**src/rtl/dds_sweep_pkg.sv**
```systemverilog
// Shared types and default widths for the DDS frequency-sweep controller.
package dds_sweep_pkg;

    localparam int unsigned FW_W_DEF    = 32;
    localparam int unsigned DWELL_W_DEF = 24;
    localparam int unsigned IDX_W_DEF   = 16;

    typedef enum logic {
        IDLE  = 1'b0,
        DWELL = 1'b1
    } state_t;

endpackage

```
**src/rtl/sweep_step_calc.sv**
```systemverilog
// Combinational next-frequency-word calculation, clamped to f_stop in either
// direction, plus detection of the final sweep point.
module sweep_step_calc #(
    parameter int unsigned FW_W = 32
) (
    input  logic [FW_W-1:0] fword,
    input  logic [FW_W-1:0] f_step,
    input  logic [FW_W-1:0] f_stop,
    input  logic            dir,
    output logic [FW_W-1:0] next,
    output logic            is_last
);

    logic [FW_W:0] sum;
    logic [FW_W:0] diff;

    assign sum  = {1'b0, fword} + {1'b0, f_step};
    assign diff = {1'b0, fword} - {1'b0, f_step};

    // dir=1 means a downward sweep; the MSB of diff is the borrow.
    always_comb begin
        next    = f_stop;
        is_last = 1'b1;
        if (dir) begin
            if (!diff[FW_W] && (diff[FW_W-1:0] >= f_stop)) begin
                next = diff[FW_W-1:0];
            end
            is_last = (f_step == '0) || (fword <= f_stop);
        end else begin
            if (!sum[FW_W] && (sum[FW_W-1:0] <= f_stop)) begin
                next = sum[FW_W-1:0];
            end
            is_last = (f_step == '0) || (fword >= f_stop);
        end
    end

endmodule

```
**src/rtl/dds_sweep_ctrl.sv**
```systemverilog
// DDS frequency-sweep controller: steps the frequency word from f_start to f_stop
// with a per-point dwell. Define SWEEP_DOWN_EN to allow downward sweeps.
module dds_sweep_ctrl
    import dds_sweep_pkg::*;
#(
    parameter int unsigned FW_W    = FW_W_DEF,
    parameter int unsigned DWELL_W = DWELL_W_DEF,
    parameter int unsigned IDX_W   = IDX_W_DEF
) (
    input  logic               clk,
    input  logic               rst,
    input  logic               start,
    input  logic               stop,
    input  logic               cont,
    input  logic [FW_W-1:0]    f_start,
    input  logic [FW_W-1:0]    f_stop,
    input  logic [FW_W-1:0]    f_step,
    input  logic [DWELL_W-1:0] dwell,
    output logic [FW_W-1:0]    fword,
    output logic               fword_vld,
    output logic [IDX_W-1:0]   point_idx,
    output logic               busy,
    output logic               done
);

    state_t             state_q;
    logic [FW_W-1:0]    start_q;
    logic [FW_W-1:0]    stop_q;
    logic [FW_W-1:0]    step_q;
    logic [DWELL_W-1:0] reload_q;
    logic               cont_q;
    logic               dir_q;
    logic [DWELL_W-1:0] cnt_q;
    logic [FW_W-1:0]    fword_q;
    logic               fword_vld_q;
    logic [IDX_W-1:0]   idx_q;
    logic               busy_q;
    logic               done_q;

    logic [DWELL_W-1:0] reload_d;
    logic               dir_d;
    logic [FW_W-1:0]    next_fword;
    logic               is_last;

    // A dwell of 0 behaves like 1, so the counter reload saturates at 0.
    assign reload_d = (dwell == '0) ? '0 : dwell - DWELL_W'(1);

`ifdef SWEEP_DOWN_EN
    assign dir_d = (f_start > f_stop);
`else
    assign dir_d = 1'b0;
`endif

    sweep_step_calc #(
        .FW_W(FW_W)
    ) u_step (
        .fword  (fword_q),
        .f_step (step_q),
        .f_stop (stop_q),
        .dir    (dir_q),
        .next   (next_fword),
        .is_last(is_last)
    );

    always_ff @(posedge clk) begin
        if (rst) begin
            state_q     <= IDLE;
            start_q     <= '0;
            stop_q      <= '0;
            step_q      <= '0;
            reload_q    <= '0;
            cont_q      <= 1'b0;
            dir_q       <= 1'b0;
            cnt_q       <= '0;
            fword_q     <= '0;
            fword_vld_q <= 1'b0;
            idx_q       <= '0;
            busy_q      <= 1'b0;
            done_q      <= 1'b0;
        end else begin
            fword_vld_q <= 1'b0;
            done_q      <= 1'b0;
            case (state_q)
                IDLE: begin
                    if (start && !stop) begin
                        start_q     <= f_start;
                        stop_q      <= f_stop;
                        step_q      <= f_step;
                        reload_q    <= reload_d;
                        cont_q      <= cont;
                        dir_q       <= dir_d;
                        cnt_q       <= reload_d;
                        fword_q     <= f_start;
                        fword_vld_q <= 1'b1;
                        idx_q       <= '0;
                        busy_q      <= 1'b1;
                        state_q     <= DWELL;
                    end
                end
                DWELL: begin
                    if (stop) begin
                        busy_q  <= 1'b0;
                        state_q <= IDLE;
                    end else if (cnt_q != '0) begin
                        cnt_q <= cnt_q - DWELL_W'(1);
                    end else if (!is_last) begin
                        fword_q     <= next_fword;
                        idx_q       <= idx_q + IDX_W'(1);
                        fword_vld_q <= 1'b1;
                        cnt_q       <= reload_q;
                    end else if (cont_q) begin
                        fword_q     <= start_q;
                        idx_q       <= '0;
                        fword_vld_q <= 1'b1;
                        cnt_q       <= reload_q;
                    end else begin
                        done_q  <= 1'b1;
                        busy_q  <= 1'b0;
                        state_q <= IDLE;
                    end
                end
                default: state_q <= IDLE;
            endcase
        end
    end

    assign fword     = fword_q;
    assign fword_vld = fword_vld_q;
    assign point_idx = idx_q;
    assign busy      = busy_q;
    assign done      = done_q;

endmodule

```
**config.mk**
```make
export PLATFORM = sky130hd
export DESIGN_NAME = dds_sweep_ctrl
export DESIGN_NICKNAME = d
export VERILOG_FILES = /design/src/rtl/dds_sweep_pkg.sv /design/src/rtl/sweep_step_calc.sv /design/src/rtl/dds_sweep_ctrl.sv
export SDC_FILE = /design/constraint.sdc
export NUM_CORES = 1
export LEC_CHECK = 0
export BUFFER_PORTS_ARGS = -buffer_cell sky130_fd_sc_hd__buf_2
export CELL_PAD_IN_SITES_DETAIL_PLACEMENT = 1
export CELL_PAD_IN_SITES_GLOBAL_PLACEMENT = 2
export CORE_ASPECT_RATIO = 0.8
export CORE_UTILIZATION = 38
export DETAILED_ROUTE_END_ITERATION = 7
export GPL_ROUTABILITY_DRIVEN = 0
export HOLD_SLACK_MARGIN = 0.05
export PLACE_DENSITY = 0.9
export SYNTH_ARGS = -nofsm -noshare
export SYNTH_HDL_FRONTEND = slang
export SYNTH_HIERARCHICAL = 1
export SYNTH_SLANG_ARGS = --single-unit
```
**constraint.sdc**
```tcl
create_clock -name clk -period 13 [get_ports clk]
set_input_delay 2.6 -clock clk [delete_from_list [all_inputs] [get_ports clk]]
set_output_delay 2.6 -clock clk [all_outputs]
set_load 0.1 [all_outputs]
```
; ---- Word level (Yosys, flattened, before mapping)
; Cells that the tools add are included.
[totals]
reg_bits = 197
inputBits = 125
output_inout_bits = 51
elab_cells = 77
[op_classes]
n_addsub = 4
n_lt_le_gt_ge = 2
eq_ne = 8
n_mux = 36
bitwise = 2
n_reduce_logical = 13
[ops]
columns = operator, n
row1 = 32-bit 2-to-1 mux, 6
row2 = 24-bit 2-to-1 mux, 6
row3 = 16-bit 2-to-1 mux, 5
row4 = 32-bit one-hot mux with 2 select lines, 1
row5 = 24-bit one-hot mux with 2 select lines, 1
row6 = "24-bit by 1-bit subtractor with 24-bit output, second input constant", 2
row7 = 32-bit by 32-bit adder with 33-bit output, 1
row8 = 32-bit greater-or-equal comparator, 1
row9 = 32-bit less-or-equal comparator, 1
row10 = 32-bit zero test, 1
row11 = 16-bit one-hot mux with 2 select lines, 1
row12 = 24-bit zero test, 1
row13 = 24-bit nonzero test, 1
row14 = "16-bit by 1-bit adder with 16-bit output, second input constant", 1
row15 = 1-bit 2-to-1 mux, 13
row16 = "3-bit inequality test, second input constant", 3
row17 = 4-bit AND reduction, 2
row18 = "2-bit inequality test, second input constant", 3
row19 = 1-bit one-hot mux with 2 select lines, 3
row20 = 5-bit OR reduction, 1
row21 = "4-bit by 3-bit inequality test with 1-bit output, second input constant", 1
row22 = "3-bit by 2-bit inequality test with 1-bit output, second input constant", 1
row23 = 3-bit AND reduction, 1
row24 = 1-bit logical AND, 2
row25 = 4 further kinds, 6

; ---- Depth between registers and ports, before layout
[depth]
ltp_word = 8
mapped_depth = 27
ltp_nobuf = 26

; ---- Hierarchy
; Netlist, hierarchy kept.
[modules_own_cells]
columns = module, n_inst, cells_per_inst, area_per_inst_um2, seq_area_each_um2
row1 = dds_sweep_ctrl, 1, 1154, 8999.9, 3943.8
row2 = sweep_step_calc, 1, 926, 6626.4, 0.0

; ---- Worst setup path before layout
; OpenSTA, ideal clock, no wires.
[synth_timing]
kind = register -> register
from = register fword_q[1], in the netlist fword[1]
to = register fword_q[10], in the netlist fword[10]
setup_time_ns = 0.132
arrival_time_ns = 5.987
required_ns = 12.868
path_slack_ns = 6.881
stages_incl_launch_ff = 26
path_buffers = 1
synth_period_minus_slack_ns = 6.119
cell_sequence = dfxtp_1 -> inv_1 -> fa_1 -> o21ba_2 -> or4_1 -> nand3_1 -> o2111ai_2 -> a21oi_1 -> nor2_1 -> o31ai_1 -> xnor2_1 -> ha_1 -> and2_0 -> a221o_1 -> a221oi_1 -> o21ai_1 -> a22o_1 -> or3_4 -> a311oi_4 -> or2_4 -> buf_2 -> o21ai_0 -> mux2i_1 -> nand2_1 -> o211ai_1 -> a21oi_1
[synth_between]
elab_chain_len = 8
word_cells_on_any_way = 13
classes_between = add/sub: 1 / order compare: 2 / eq/ne: 1 / mux: 5 / reduce/logical: 4
[synth_rtl]
columns = element, line_no
row1 = "start, declared", dds_sweep_ctrl.sv:34  ; logic [FW_W-1:0] fword_q;
row2 = "start signal, assigned", dds_sweep_ctrl.sv:93  ; fword_q <= f_start;
row3 = "start signal, assigned", dds_sweep_ctrl.sv:107  ; fword_q <= next_fword;
row4 = "start signal, assigned", dds_sweep_ctrl.sv:112  ; fword_q <= start_q;
row5 = 32-bit by 32-bit adder with 33-bit output *, sweep_step_calc.sv:17  ; assign sum = {1'b0, fword} + {1'b0, f_step};
row6 = 32-bit less-or-equal comparator or 1-bit zero test (tied branches), sweep_step_calc.sv:30  ; if (!sum[FW_W] && (sum[FW_W-1:0] <= f_stop)) begin
row7 = 1-bit logical AND, sweep_step_calc.sv:30
row8 = 32-bit 2-to-1 mux *, sweep_step_calc.sv:30
row9 = named net next_fword[10], dds_sweep_ctrl.sv:42  ; logic [FW_W-1:0] next_fword;
row10 = 32-bit 2-to-1 mux *, dds_sweep_ctrl.sv:106  ; end else if (!is_last) begin
row11 = 32-bit 2-to-1 mux *, dds_sweep_ctrl.sv:104  ; end else if (cnt_q != '0) begin
row12 = 32-bit 2-to-1 mux *, dds_sweep_ctrl.sv:101  ; if (stop) begin
row13 = 32-bit one-hot mux with 2 select lines *, dds_sweep_ctrl.sv:83  ; case (state_q)
; The timed path passes the listed nets; every way through them passes the cells marked *. The select of a mux whose other input is x is not followed.
; A chain may end at the register's enable or synchronous reset.

; ---- Worst setup path after layout
[layout_timing]
from = register step_q[0]
to = register fword_q[23], in the netlist fword[23]
[layout_between]
elab_chain_len = 8
word_cells_on_any_way = 13
classes_between = add/sub: 1 / order compare: 1 / eq/ne: 1 / mux: 5 / reduce/logical: 5
[layout_rtl]
columns = element, line_no
row1 = "start, declared", dds_sweep_ctrl.sv:29  ; logic [FW_W-1:0] step_q;
row2 = "start signal, assigned", dds_sweep_ctrl.sv:88  ; step_q <= f_step;
row3 = 32-bit by 32-bit adder with 33-bit output *, sweep_step_calc.sv:17
row4 = 32-bit less-or-equal comparator or 1-bit zero test (tied branches), sweep_step_calc.sv:30
row5 = 1-bit logical AND, sweep_step_calc.sv:30
row6 = 32-bit 2-to-1 mux *, sweep_step_calc.sv:30
row7 = named net next_fword[23], dds_sweep_ctrl.sv:42
row8 = 32-bit 2-to-1 mux *, dds_sweep_ctrl.sv:106
row9 = 32-bit 2-to-1 mux *, dds_sweep_ctrl.sv:104
row10 = 32-bit 2-to-1 mux *, dds_sweep_ctrl.sv:101
row11 = 32-bit one-hot mux with 2 select lines *, dds_sweep_ctrl.sv:83
; Marked as above.

==> impl_metrics.ini <==
[sta]
setup_slack_ns = 6.24
fin_crit_ns = 6.76
maxSlewViolCount = 23
fmax_mhz = 148
fin_setup_tns_ns = 0
setup_viol = 0
hold_viol_final = 0
worstMarginPinSlew_ns = 3.38
holdWs_ns = 0.456
fin_crit_sh_pct = 52.0
slew_headroom_pct = -127
fin_skew_ns = 0.0231
rsz0062_at_grt = false

[power_and_ir_drop]
p_comb_share_pct = 41.1
p_clk_share_pct = 26.4
powerDensity_mw_per_mm2 = 119
power.total_mw = 2.06
intPower_mw = 1.21
power_frac_seq_pct = 32.5
peakVddDrop_mv = 0.113
total_leakage_power_nw = 7.22
p_switching_uw = 854
switching_share_pct = 41.4

[global_routing]
grt_pass1_wl_um = 92000
gr-total-overflow = 0
grt_usage_pct = 28.0
grt_pass1_vias = 15988
grt_max_degree = 72
antenna_found_initial = 2

[setup_path]
worst_r2r_endpoint = fword[23]$_SDFFE_PP0P_
critPathRequiredTime_ns = 13.39
cp-startpoint = step_q[0]$_SDFFE_PP0P_
reg2reg_depth = 26
slowest_delay_ns = 0.47
endpoint_kind = register
start_kind = register
cp.arrival_ns = 7.15
crit_slowest_cell = dfxtp_1
cp_max_fo = 21
reg2reg_from = step_q[0]$_SDFFE_PP0P_
worstSetupPathType = register to register
r2r_slack_ns = 6.24

[synthesis]
yosysWarnings = 6
postSynthCellCount = 2080
synth-edff-count = 0
syn-cell-area_mm2 = 0.0156
syn_nets = 2372
async_flop_share_pct = 0
ys_seq_area_share_pct = 25.2
synth-main-ff-cell = dfxtp_1
avgSynthCellArea_um2 = 7.51
ys_types = 86
synth_seq_cells = 197

[clock_tree]
ctsHoldBuffers = 0
cts_resized = 0
path_clk_slew_ns = 0.08
ctsHtreeMaxLevel = 4
cts_sinks = 197
cts_root_buf = clkbuf_16
clk_latency_ns = 0.49
numCtsBuffers = 17
cts_tree = yes
clockBufferDepth = 2
cts_setup_buffers = 0

[placement]
placedCellCount = 2690
dp_slack_ns = 6.44
placed_area_mm2 = 0.0168
dpl.hpwl_um = 45400
io_buffers = 175

[worst_hold_path]
min_path_type = register to register
holdPathStages = 2
hp-start = start_q[1]$_SDFFE_PP0P_
hold_end = start_q[1]$_SDFFE_PP0P_

[drt]
dr_wl_met2_um = 26000
wl_per_cell_um = 21.5
route.detailed.drc = 0
met3_length_um = 2660
drt_iter0_drc = 966
wl_met1_um = 28700
wl_um = 58600
via_per_inst = 5.81
vias = 15819
dr.pass1.iters = 7
top_layer = met5
drtAntennaViolNets = 0

[status]
violations = max-slew violations
status = finished, violations left

[floorplanning]
placementRows = 66
die_w_um = 229
core-area_mm2 = 0.0406
dieArea_mm2 = 0.0419
io-pin-count = 176
start_util_pct = 38.5
die-height_um = 183

[finish]
fin_cells = 2722
post-route-util_pct = 42.8
fin_area_mm2 = 0.0174
n_antenna_cell = 0
syn_to_final_growth_pct = 11.3
fin_nets = 2457
drive_above_1_share_pct = 11.7

[job]
max_cap_viol_count = 0
area by class of cell:
class,instances,area [um^2]
well taps,544,681
clock inverters,12,113
flip-flops and latches,197,3950
repair buffers,190,991
fillers,5108,23200
clock buffers,20,467
multi-input cells,1653,10800
inverters,106,398
cell usage after synthesis (8+ instances only):
master    number  area, um^2
a211o_1       10        87.6
a211oi_1      12        90.1
a21o_1        42         315
a21oi_1      233        1170
a22oi_1       15         113
a31oi_1       21         131
buf_2         28         140
clkbuf_1      86         323
dfxtp_1      197        3940
ha_1         165        2060
inv_1        103         387
mux2i_1       52         521
nand2_1      345        1290
nand2b_1      26         163
nand3_1       51         255
nand4_1       35         219
nor2_1       122         458
nor2b_1       17         106
nor3_1        58         290
nor4_1        18         113
o211ai_1      50         375
o21a_1         8        60.1
o21ai_0       81         405
o21bai_1      12        90.1
o221ai_1       9        78.8
o31ai_1        8        60.1
or3_1         13        81.3
or4_1         11        82.6
xnor2_1       70         613
xor2_1        31         272
cells by family (layout without fill, tap and decap cells):
group,count (synthesis),in the layout,synth area share (%)
adders and majority gates,167,167,13.5
muxes,52,52,3.33
DFF,197,197,25.2
other,1,1,0.0240
AOI/OAI and AO/OA,578,578,23.7
xor gates and xnor gates,101,101,5.66
and+or+nand+nor,754,754,22.7
buffers and inverters,230,328,5.89
critical path: cells and delay by family, from the launching register on:
family	cells	cell delay [ns]
AO/OA/AOI/OAI	12	2.83
XOR/XNOR	1	0.21
adder cells (fa/ha/maj)	3	0.93
buffers and inverters	2	0.35
flip-flops	1	0.47
multiplexers	1	0.09
AND/OR/NAND/NOR	7	1.76
routing by layer:
metal / vias up / GRT usage [%]
met5: - / 0
met4: 4 / 7.81
met3: 61 / 4.09
met2: 364 / 44.5
met1: 7795 / 39.2
li1: 7595 / -
worst max path at each step:
stage                     slack (ns)                      to  cells after the start
final                           6.24  fword[23]$_SDFFE_PP0P_                     26
after global routing            5.90  fword[29]$_SDFFE_PP0P_                     26
after floorplan                 6.88  fword[10]$_SDFFE_PP0P_                     25
after CTS                       6.34  fword[23]$_SDFFE_PP0P_                     26
after detailed placement        6.44  fword[29]$_SDFFE_PP0P_                     26
after global placement          6.72  fword[25]$_SDFFE_PP0P_                     26
power groups by stage:
stage | sequential, mW | combinational (mW) | clock, mW
finish | 0.670 | 0.848 | 0.546
global route | 0.674 | 0.921 | 0.580
CTS | 0.670 | 0.828 | 0.560
detailed placement | 0.684 | 0.823 | 0
global placement | 0.683 | 0.796 | 0
floorplan | 0.708 | 0.553 | 0
cells in the final DEF, fill, tap and decap left out, types with 42 or more instances in the layout:
cell type / synthesis / layout
a21oi_1: 233 / 233
ha_1: 165 / 165
mux2i_1: 52 / 52
o211ai_1: 50 / 50
nor2_1: 122 / 122
o21ai_0: 81 / 80
nand2_1: 345 / 345
dfxtp_1: 197 / 196
inv_1: 103 / 103
xnor2_1: 70 / 70
buf_2: 28 / 174
a21o_1: 42 / 42
nand3_1: 51 / 51
nor3_1: 58 / 58
registers in the layout, summed over array words and instances, names as in the netlist:
signal,count
step_q,32
busy,1
start_q,32
fword_vld,1
stop_q,32
point_idx,16
reload_q,24
state_q,1
cnt_q,24
cont_q,1
fword,32
done,1
Power figures use the tool's default switching activity.
